[config.mk]
export PLATFORM = sky130hd
export DESIGN_NAME = ppu_write_scheduler_flat
export DESIGN_NICKNAME = d
export VERILOG_FILES = /design/src/rtl/ppu_write_scheduler_if.sv /design/src/rtl/ppu_write_scheduler.sv /design/src/flat_wrapper.sv
export SDC_FILE = /design/constraint.sdc
export NUM_CORES = 1
export LEC_CHECK = 0
export BUFFER_PORTS_ARGS = -buffer_cell sky130_fd_sc_hd__buf_2
export CORE_AREA = 2 2 173 242
export CTS_CLUSTER_SIZE = 25
export DETAILED_ROUTE_END_ITERATION = 16
export DIE_AREA = 0 0 175 244
export GPL_ROUTABILITY_DRIVEN = 0
export PLACE_DENSITY = 0.61
export SLEW_MARGIN = 0
export SYNTH_ARGS = -nofsm -noshare
export SYNTH_HDL_FRONTEND = slang
export SYNTH_SLANG_ARGS = --single-unit
[constraint.sdc]
create_clock -name clk_100mhz -period 4 [get_ports clk_100mhz]
set_input_delay 0.8 -clock clk_100mhz [delete_from_list [all_inputs] [get_ports clk_100mhz]]
set_output_delay 0.8 -clock clk_100mhz [all_outputs]
set_load 0.05 [all_outputs]
[src/rtl/ppu_write_scheduler_if.sv]
// ppu_write_scheduler_if
//   Bundles the CPU S-type write request, the renderer read request and the
//   shared PPU memory port seen by ppu_write_scheduler.
//   slave  : the scheduler (consumes requests, drives the memory port/status)
//   master : the environment (CPU, renderer, memory-side observer)
// Signals:
//   PPU_en, S_type_index, S_type_value  CPU write request
//   cpu_stall                           FIFO full, CPU must hold
//   vblank, render_req, render_addr     renderer window and read request
//   render_grant                        render read performed this cycle
//   mem_addr, mem_wdata, mem_we         registered PPU memory port
//   fifo_count, overflow                buffer occupancy / sticky drop flag
interface ppu_write_scheduler_if #(
    parameter int ADDR_W     = 10,
    parameter int DATA_W     = 16,
    parameter int FIFO_DEPTH = 16
) ();
    localparam int CNT_W = $clog2(FIFO_DEPTH) + 1;

    logic              PPU_en;
    logic [ADDR_W-1:0] S_type_index;
    logic [DATA_W-1:0] S_type_value;
    logic              cpu_stall;
    logic              vblank;
    logic              render_req;
    logic [ADDR_W-1:0] render_addr;
    logic              render_grant;
    logic [ADDR_W-1:0] mem_addr;
    logic [DATA_W-1:0] mem_wdata;
    logic              mem_we;
    logic [CNT_W-1:0]  fifo_count;
    logic              overflow;

    modport slave (
        input  PPU_en, S_type_index, S_type_value, vblank, render_req, render_addr,
        output cpu_stall, render_grant, mem_addr, mem_wdata, mem_we, fifo_count, overflow
    );

    modport master (
        output PPU_en, S_type_index, S_type_value, vblank, render_req, render_addr,
        input  cpu_stall, render_grant, mem_addr, mem_wdata, mem_we, fifo_count, overflow
    );
endinterface

[src/rtl/ppu_write_scheduler.sv]
// ppu_write_scheduler
//   Owns the single PPU memory port. CPU S-type writes are buffered in a FIFO
//   and drained into PPU memory during vblank, or outside vblank when the FIFO
//   reaches the high-water mark and the renderer can be held off briefly.
//   The renderer otherwise gets the port whenever it asks.
// Ports:
//   clk_100mhz  system clock, rising edge
//   rst_in      synchronous active-high reset
//   bus         ppu_write_scheduler_if.slave (CPU request, renderer request,
//               memory port, occupancy and overflow status)
module ppu_write_scheduler #(
    parameter int FIFO_DEPTH = 16,
    parameter int ADDR_W     = 10,
    parameter int DATA_W     = 16,
    parameter int HIGH_WATER = 12,
    parameter int BURST_MAX  = 4
) (
    input  logic clk_100mhz,
    input  logic rst_in,
    ppu_write_scheduler_if.slave bus
);
    localparam int PTR_W   = $clog2(FIFO_DEPTH);
    localparam int CNT_W   = PTR_W + 1;
    localparam int BURST_W = $clog2(BURST_MAX + 1);

    typedef enum logic [1:0] {
        IDLE,
        RENDER,
        DRAIN
    } state_t;

    state_t state;
    state_t state_next;

    logic [ADDR_W-1:0]  fifo_addr [FIFO_DEPTH];
    logic [DATA_W-1:0]  fifo_data [FIFO_DEPTH];
    logic [PTR_W-1:0]   wr_ptr;
    logic [PTR_W-1:0]   rd_ptr;
    logic [CNT_W-1:0]   count;
    logic [BURST_W-1:0] burst;

    logic full;
    logic empty;
    logic above_hw;
    logic burst_ok;
    logic push;
    logic pop;

    assign full     = (count == CNT_W'(FIFO_DEPTH));
    assign empty    = (count == '0);
    assign above_hw = (count >= CNT_W'(HIGH_WATER));
    assign burst_ok = (burst < BURST_W'(BURST_MAX));
    // Full is judged on the current count, so a same-cycle pop never frees a slot.
    assign push     = bus.PPU_en && !full;
    assign pop      = (state_next == DRAIN);

    assign bus.cpu_stall  = full;
    assign bus.fifo_count = count;

    // Port owner for the next cycle; first matching rule wins.
    always_comb begin
        state_next = IDLE;
        if (bus.vblank) begin
            if (!empty) begin
                state_next = DRAIN;
            end else if (bus.render_req) begin
                state_next = RENDER;
            end
        end else begin
            if (bus.render_req && !(above_hw && burst_ok && state == DRAIN)) begin
                state_next = RENDER;
            end else if (above_hw && !bus.render_req) begin
                state_next = DRAIN;
            end else if (above_hw && state == DRAIN && burst_ok) begin
                state_next = DRAIN;
            end
        end
    end

    always_ff @(posedge clk_100mhz) begin
        if (rst_in) begin
            state            <= IDLE;
            wr_ptr           <= '0;
            rd_ptr           <= '0;
            count            <= '0;
            burst            <= '0;
            bus.mem_we       <= 1'b0;
            bus.render_grant <= 1'b0;
            bus.mem_addr     <= '0;
            bus.mem_wdata    <= '0;
            bus.overflow     <= 1'b0;
        end else begin
            state <= state_next;

            if (bus.PPU_en && full) begin
                bus.overflow <= 1'b1;
            end

            if (push) begin
                wr_ptr <= wr_ptr + 1'b1;
            end
            if (pop) begin
                rd_ptr <= rd_ptr + 1'b1;
            end
            count <= count + CNT_W'(push) - CNT_W'(pop);

            unique case (state_next)
                DRAIN: begin
                    bus.mem_addr     <= fifo_addr[rd_ptr];
                    bus.mem_wdata    <= fifo_data[rd_ptr];
                    bus.mem_we       <= 1'b1;
                    bus.render_grant <= 1'b0;
                    // Saturates at BURST_MAX: an unbounded drain with no render
                    // request must not wrap the counter and re-open the burst.
                    if (bus.vblank) begin
                        burst <= '0;
                    end else if (burst_ok) begin
                        burst <= burst + 1'b1;
                    end
                end
                RENDER: begin
                    bus.mem_addr     <= bus.render_addr;
                    bus.mem_we       <= 1'b0;
                    bus.render_grant <= 1'b1;
                    burst            <= '0;
                end
                default: begin
                    bus.mem_we       <= 1'b0;
                    bus.render_grant <= 1'b0;
                    burst            <= '0;
                end
            endcase
        end
    end

    // Storage needs no reset: entries are only read once counted in.
    always_ff @(posedge clk_100mhz) begin
        if (push) begin
            fifo_addr[wr_ptr] <= bus.S_type_index;
            fifo_data[wr_ptr] <= bus.S_type_value;
        end
    end
endmodule

[src/flat_wrapper.sv]
// flat-port wrapper written by rule: the top's interface ports become plain ports
module ppu_write_scheduler_flat 
#(
    parameter int FIFO_DEPTH = 16,
    parameter int ADDR_W     = 10,
    parameter int DATA_W     = 16,
    parameter int HIGH_WATER = 12,
    parameter int BURST_MAX  = 4
)
  (clk_100mhz, rst_in, bus_PPU_en, bus_S_type_index, bus_S_type_value, bus_vblank, bus_render_req, bus_render_addr, bus_cpu_stall, bus_render_grant, bus_mem_addr, bus_mem_wdata, bus_mem_we, bus_fifo_count, bus_overflow);
  ppu_write_scheduler_if #(.ADDR_W(ADDR_W), .DATA_W(DATA_W), .FIFO_DEPTH(FIFO_DEPTH)) bus_i ();
  input  logic clk_100mhz;
  input  logic rst_in;
  input wire logic [$bits(bus_i.PPU_en)-1:0] bus_PPU_en;
  input wire logic [$bits(bus_i.S_type_index)-1:0] bus_S_type_index;
  input wire logic [$bits(bus_i.S_type_value)-1:0] bus_S_type_value;
  input wire logic [$bits(bus_i.vblank)-1:0] bus_vblank;
  input wire logic [$bits(bus_i.render_req)-1:0] bus_render_req;
  input wire logic [$bits(bus_i.render_addr)-1:0] bus_render_addr;
  output wire logic [$bits(bus_i.cpu_stall)-1:0] bus_cpu_stall;
  output wire logic [$bits(bus_i.render_grant)-1:0] bus_render_grant;
  output wire logic [$bits(bus_i.mem_addr)-1:0] bus_mem_addr;
  output wire logic [$bits(bus_i.mem_wdata)-1:0] bus_mem_wdata;
  output wire logic [$bits(bus_i.mem_we)-1:0] bus_mem_we;
  output wire logic [$bits(bus_i.fifo_count)-1:0] bus_fifo_count;
  output wire logic [$bits(bus_i.overflow)-1:0] bus_overflow;
  assign bus_i.PPU_en = bus_PPU_en;
  assign bus_i.S_type_index = bus_S_type_index;
  assign bus_i.S_type_value = bus_S_type_value;
  assign bus_i.vblank = bus_vblank;
  assign bus_i.render_req = bus_render_req;
  assign bus_i.render_addr = bus_render_addr;
  assign bus_cpu_stall = bus_i.cpu_stall;
  assign bus_render_grant = bus_i.render_grant;
  assign bus_mem_addr = bus_i.mem_addr;
  assign bus_mem_wdata = bus_i.mem_wdata;
  assign bus_mem_we = bus_i.mem_we;
  assign bus_fifo_count = bus_i.fifo_count;
  assign bus_overflow = bus_i.overflow;
  ppu_write_scheduler #(.FIFO_DEPTH(FIFO_DEPTH), .ADDR_W(ADDR_W), .DATA_W(DATA_W), .HIGH_WATER(HIGH_WATER), .BURST_MAX(BURST_MAX)) u_core (.clk_100mhz(clk_100mhz), .rst_in(rst_in), .bus(bus_i));
endmodule
# Word-level counts from Yosys, hierarchy flattened
# Memory sizes are Yosys's and may differ from the RTL's. A register that Yosys moved wholly into a read port is not among the register bits.
# Index checks and enable logic that the tools add are counted.
[classes] add_sub_neg=5 order_cmp=2 eq_ne=4 n_mux=13 bitwise_logic=1 reduce_logical=14
[op_table] operator="10-bit one-hot mux with 2 select lines" n=1
[op_table] operator="2-bit 2-to-1 mux" n=5
[op_table] operator="4-bit by 1-bit adder with 4-bit output (second input constant)" n=2
[op_table] operator="1-bit logical AND" n=8
[op_table] operator="4-bit 2-to-1 mux" n=2
[op_table] operator="5-bit by 1-bit adder with 5-bit output" n=1
[op_table] operator="5-bit == test (second input constant)" n=1
[op_table] operator="5-bit by 4-bit >= comparator with 1-bit output (second input constant)" n=1
[op_table] operator="5-bit logical NOT" n=1
[op_table] operator="1-bit 2-to-1 mux" n=5
[op_table] operator="5-bit by 1-bit subtractor with 5-bit output" n=1
[op_table] operator="2-bit == test (second input constant)" n=2
[op_table] operator="3-bit by 1-bit adder with 3-bit output (second input constant)" n=1
[op_table] operator="1-bit logical NOT" n=3
[op_table] operator="3-bit less-than comparator (second input constant)" n=1
[op_table] operator="3-bit OR reduction" n=1
[op_table] operator="2-bit by 1-bit == test with 1-bit output (second input constant)" n=1
[op_table] operator="2-bit nonzero test" n=1
[op_table] operator="1-bit NOT" n=1
[totals] regBits=31 ramBits=416 output_inout_bits=35 wordCells=50 memories=2
[mem_list] name="u_core.fifo_data" words=16 width=16 read_ports=1 rd_clocked_by_memory_dff=1 write_ports=1 line="ppu_write_scheduler.sv:36" source="logic [DATA_W-1:0] fifo_data [FIFO_DEPTH];"
[mem_list] name="u_core.fifo_addr" words=16 width=10 read_ports=1 rd_clocked_by_memory_dff=1 write_ports=1 line="ppu_write_scheduler.sv:35" source="logic [ADDR_W-1:0] fifo_addr [FIFO_DEPTH];"

# Longest topological paths before layout
[logic_depth] word_depth=10 mapped_depth=15 ltp_nobuf=15

# Worst setup path before layout
# Ideal clock, no wire load.
[synth_path] kind="register -> register" startpoint="register u_core.count[2] (netlist: u_core.bus.fifo_count[2])" endpoint="memory u_core.fifo_addr[3][0] (enable)" arrival_ps=3860 slack_ps=-335 stages_incl_launch_ff=6 path_buffers=0 synth_period_minus_slack_ps=4335 cell_sequence="dfxtp_1 -> inv_1 -> ha_1 -> nand4bb_1 -> nand2_1 -> nor4_1"
[synth_between] elab_chain_cells=5
[synth_lines] item="from (decl)" line="ppu_write_scheduler.sv:39" source="logic [CNT_W-1:0] count;"
[synth_lines] item="from (signal assigned)" line="ppu_write_scheduler.sv:105" source="count <= count + CNT_W'(push) - CNT_W'(pop);"
[synth_lines] item="5-bit == test" line="ppu_write_scheduler.sv:49" source="assign full = (count == CNT_W'(FIFO_DEPTH));"
[synth_lines] item="1-bit logical NOT" line="ppu_write_scheduler.sv:54" source="assign push = bus.PPU_en && !full;"
[synth_lines] item="1-bit logical AND" line="ppu_write_scheduler.sv:54"
[synth_lines] item="1-bit 2-to-1 mux" line="ppu_write_scheduler.sv:138" source="if (push) begin"
[synth_lines] item="1-bit 2-to-1 mux (not written as such)" line="ppu_write_scheduler.sv:139" source="fifo_addr[wr_ptr] <= bus.S_type_index;"
[synth_lines] item="to (decl)" line="ppu_write_scheduler.sv:35"
# Every way passes these cells.

# Final worst setup path
[layout_path] startpoint="register u_core.count[2] (netlist: u_core.bus.fifo_count[2])" endpoint="register u_core.count[4] (netlist: u_core.bus.fifo_count[4])"
[layout_between] elab_chain_cells=9 elab_cells_between_ends=20 cone_classes="add/sub: 2; order compare: 1; eq/ne: 2; mux: 5; reduce/logical: 10"
[layout_lines] item="5-bit by 4-bit >= comparator with 1-bit output" line="ppu_write_scheduler.sv:51" source="assign above_hw = (count >= CNT_W'(HIGH_WATER));"
[layout_lines] item="1-bit logical AND (on tied branches) (2 in series)" line="ppu_write_scheduler.sv:74, ppu_write_scheduler.sv:70"
[layout_lines] item="2-bit 2-to-1 mux or 1-bit logical NOT (tied branches)" line="ppu_write_scheduler.sv:74, ppu_write_scheduler.sv:70"
[layout_lines] item="2-bit 2-to-1 mux or 1-bit logical AND (tied branches)" line="ppu_write_scheduler.sv:72, ppu_write_scheduler.sv:70"
[layout_lines] item="2-bit 2-to-1 mux" line="ppu_write_scheduler.sv:70" source="if (bus.render_req && !(above_hw && burst_ok && state == DRAIN)) begin"
[layout_lines] item="2-bit 2-to-1 mux (*)" line="ppu_write_scheduler.sv:63" source="if (bus.vblank) begin"
[layout_lines] item="named net u_core.state_next[1]" line="ppu_write_scheduler.sv:33" source="state_t state_next;"
[layout_lines] item="2-bit == test (*)" line="ppu_write_scheduler.sv:55" source="assign pop = (state_next == DRAIN);"
[layout_lines] item="named net u_core.pop" line="ppu_write_scheduler.sv:47" source="logic pop;"
[layout_lines] item="5-bit by 1-bit subtractor with 5-bit output (*)" line="ppu_write_scheduler.sv:105"
# Mark *: on every way through the listed nets, which the timed path passes. The rest lies on a longest branch.
# A chain may end at the register's enable or synchronous reset.

==> impl_metrics.yaml <==
status:
  status: "completed"
yosys:
  synth-seq-cells: 467
  synth_top_cell_area_share_pct: 69.4
  synth_flop_cell: "edfxtp_1"
  netlist_area_sq_um: 18000
  yosysTopAreaCell: "edfxtp_1"
  async_reset_ff_share_pct: 0
  synth_fp_nets: 949
  yosys_warnings: 0
  syn_avg_cell_area_sq_um: 20.2
  synth-edff-count: 416
  ys_seq_area_share_pct: 75.1
  synthTopCellsByArea: "edfxtp_1 (69%), mux4_2 (13%), dfxtp_1 (5.7%)"
  yosysUniqueCellTypes: 43
  synthCells: 891
global_routing:
  antenna_found_initial: 1
  grt_usage_pct: 17.8
  grt_pass1_wl_um: 56700
  grt_overflow: 0
  grt_pass1_vias: 9131
  grt_max_degree: 44
sta:
  rsz0062_at_grt: "false"
  fin_crit_sh_pct: 73.2
  slew_headroom_pct: 25.9
  tightest_slew_ns: 1.11
  max_freq_mhz: 341
  maxSlewViolCount: 0
  finClkSkew_ns: 0.0174
  period_needed_ns: 2.93
  setup_viol: 0
  hold_slack_ns: 0.457
  hold_viol: 0
  setup_tns_ns: 0
place:
  dpl.hpwl_um: 21900
  port_buffers: 75
critical_path:
  reg2reg_to: "u_core.bus.fifo_count[4]"
  critPathKind: "flop to flop"
  crit_required_ns: 4.41
  endpoint_kind: "flop"
  crit_arrival_ns: 3.34
  r2r_start: "u_core.bus.fifo_count[2]"
  worst-path-max-fanout: 5
  reg2reg_slack_ns: 1.07
  reg2reg_depth: 14
  crit_path_start_kind: "flop"
pwr:
  max-vdd-ir-drop_mv: 0.307
  power.density_nw_per_um2: 613
  p_leak_nw: 6.65
clock_tree:
  cts_buffers: 44
  cts-root-buf: "clkbuf_16"
  clkLatencyLatePin_ns: 0.55
  post-cts-setup-buffers: 0
  clk_pin_slew_ns: 0.07
  cts.path.max_buffers: 3
  cts-resized-gates: 0
  hold_buffers: 0
  cts_sinks: 467
  htree_num_levels: 2
  cts_tree: "done"
hold_path:
  hold_path_class: "flop to flop"
  worstHoldEndpoint: "u_core.bus.mem_addr[5]"
  hold_start: "u_core.bus.mem_addr[5]"
  holdPathStages: 2
floorplanning:
  start_util_pct: 44.6
  std_cell_rows: 87
  io_pins: 76
  dieArea_sq_um: 42700
  chipHeight_um: 244
  dieWidth_um: 175
  core_area_sq_um: 40400
drt:
  drt_iter0_markers: 544
  drt-pass1-iter-count: 5
  vias: 8673
  wl_um: 37300
  postRouteAntennaNets: 0
  via_per_inst: 5.54
  drc: 0
  wl_per_cell_um: 23.8
cells_and_area:
  n_fill_cell: 3241
  syn_to_final_growth_pct: 14.0
  diodes: 0
  nets: 1056
  layout-drive-gt1-share_pct: 30.0
run:
  drv_cap: 0
synthesized netlist by cell type (10+ instances only):
cell type and n:
nand2_1 16, buf_2 10, o21ai_1 18, mux4_2 103, ha_1 16, dfxtp_1 51
a22o_1 32, nand2b_1 19, nor2_1 22, a21oi_1 27, nor2b_1 18, edfxtp_1 416
inv_1 21, nor3_1 12, clkbuf_1 23
layout by cell type, fill, tap and decap left out, types with 6 or more instances in the layout:
cell,synthesis,layout
ha_1,16,15
edfxtp_1,416,416
a22o_1,32,32
mux4_2,103,103
clkbuf_16,0,45
dfxtp_1,51,47
inv_1,21,21
o21ai_1,18,18
nor2_1,22,18
clkinv_2,0,9
nand2b_1,19,19
nand2_1,16,16
buf_4,1,27
nor2b_1,18,18
nor3_1,12,8
a21oi_1,27,27
a22oi_1,6,6
nand3_1,7,7
clkbuf_1,23,12
buf_2,10,75
clkinv_1,0,6
flip-flops by register name, indices dropped and copies added, names as in the netlist, named ones only:
name and flops:
u_core.fifo_data 256, u_core.bus.mem_wdata 16, u_core.state 2, u_core.fifo_addr 160, u_core.bus.render_grant 1, u_core.bus.fifo_count 5
u_core.bus.mem_we 1, u_core.wr_ptr 4, u_core.bus.overflow 1, u_core.bus.mem_addr 10, u_core.rd_ptr 4, u_core.burst 3
metrics by stage:
stage	total power [W]	instance area, sq um	setup slack (ns)	utilization, %	instances
after detailed placement	0.00882	19200	1.02	47.5	1486
after floorplan	0.00817	18000	-0.335	-	891
after CTS	0.0127	20500	1.06	50.8	1565
after global routing	0.0131	20500	0.871	50.8	1565
final	0.0126	20500	1.07	50.8	1565
after global placement	0.00880	19200	1.03	47.5	1486
worst max-delay path: stages, from the launching register on:
cell and delay (ns):
dfxtp_1 0.42, ha_1 0.16, or3b_2 0.45, a22oi_1 0.18, o21ai_1 0.12, inv_1 0.08
ha_2 0.17, ha_1 0.12, inv_1 0.04, ha_1 0.20, fa_1 0.43, a21oi_1 0.15
o21bai_1 0.09, xnor2_1 0.15, nor2_1 0.05
where the power goes:
part           total [W]  internal, W  switching, W
clock            0.00392      0.00220       0.00172
sequential       0.00585      0.00559      0.000256
combinational    0.00282      0.00126       0.00155
total             0.0126      0.00906       0.00353
worst max-delay path by stage:
stage / start / to / slack, ns / cells past startpoint
5_1_grt: u_core.bus.fifo_count[4] / u_core.bus.fifo_count[4] / 0.87 / 15
3_3_place_gp: bus_vblank / u_core.bus.fifo_count[4] / 1.03 / 13
2_1_floorplan: u_core.bus.fifo_count[2] / u_core.fifo_addr[3][0] / -0.34 / 5
3_5_place_dp: bus_vblank / u_core.bus.fifo_count[4] / 1.02 / 13
4_1_cts: u_core.bus.fifo_count[2] / u_core.bus.fifo_count[4] / 1.06 / 14
6_report: u_core.bus.fifo_count[2] / u_core.bus.fifo_count[4] / 1.07 / 14
per-layer routing:
| layer | GRT usage, % | part of all wire [%] | vias up |
|---|---|---|---|
| met3 | 2.60 | 3.9 | 65 |
| met4 | 6.23 | 2.8 | 2 |
| met5 | 0 | 0.032 | - |
| met1 | 22.3 | 41 | 4573 |
| li1 | - | - | 3843 |
| met2 | 31.6 | 53 | 190 |
logic make-up after synthesis:
logic type / after synthesis / share of synthesized area, %
fa+ha+maj: 17 / 1.22
xor+xnor: 10 / 0.487
simple gates: 113 / 3.34
flops: 467 / 75.1
compound gates: 110 / 4.84
mux: 106 / 13.1
buf+inv: 68 / 1.89
cell type report:
cell class                 count  area (sq um)  share of cell area, %
clock buffer                  61          1230                   5.98
clock inverter                18           113                  0.549
inverter                      22          82.6                  0.402
multi-input combinational    356          4230                   20.6
sequential                   467         13500                   65.9
tap                          534           668                   3.26
timing repair buffer         107           678                   3.31
(Power assumes the default switching activity.)
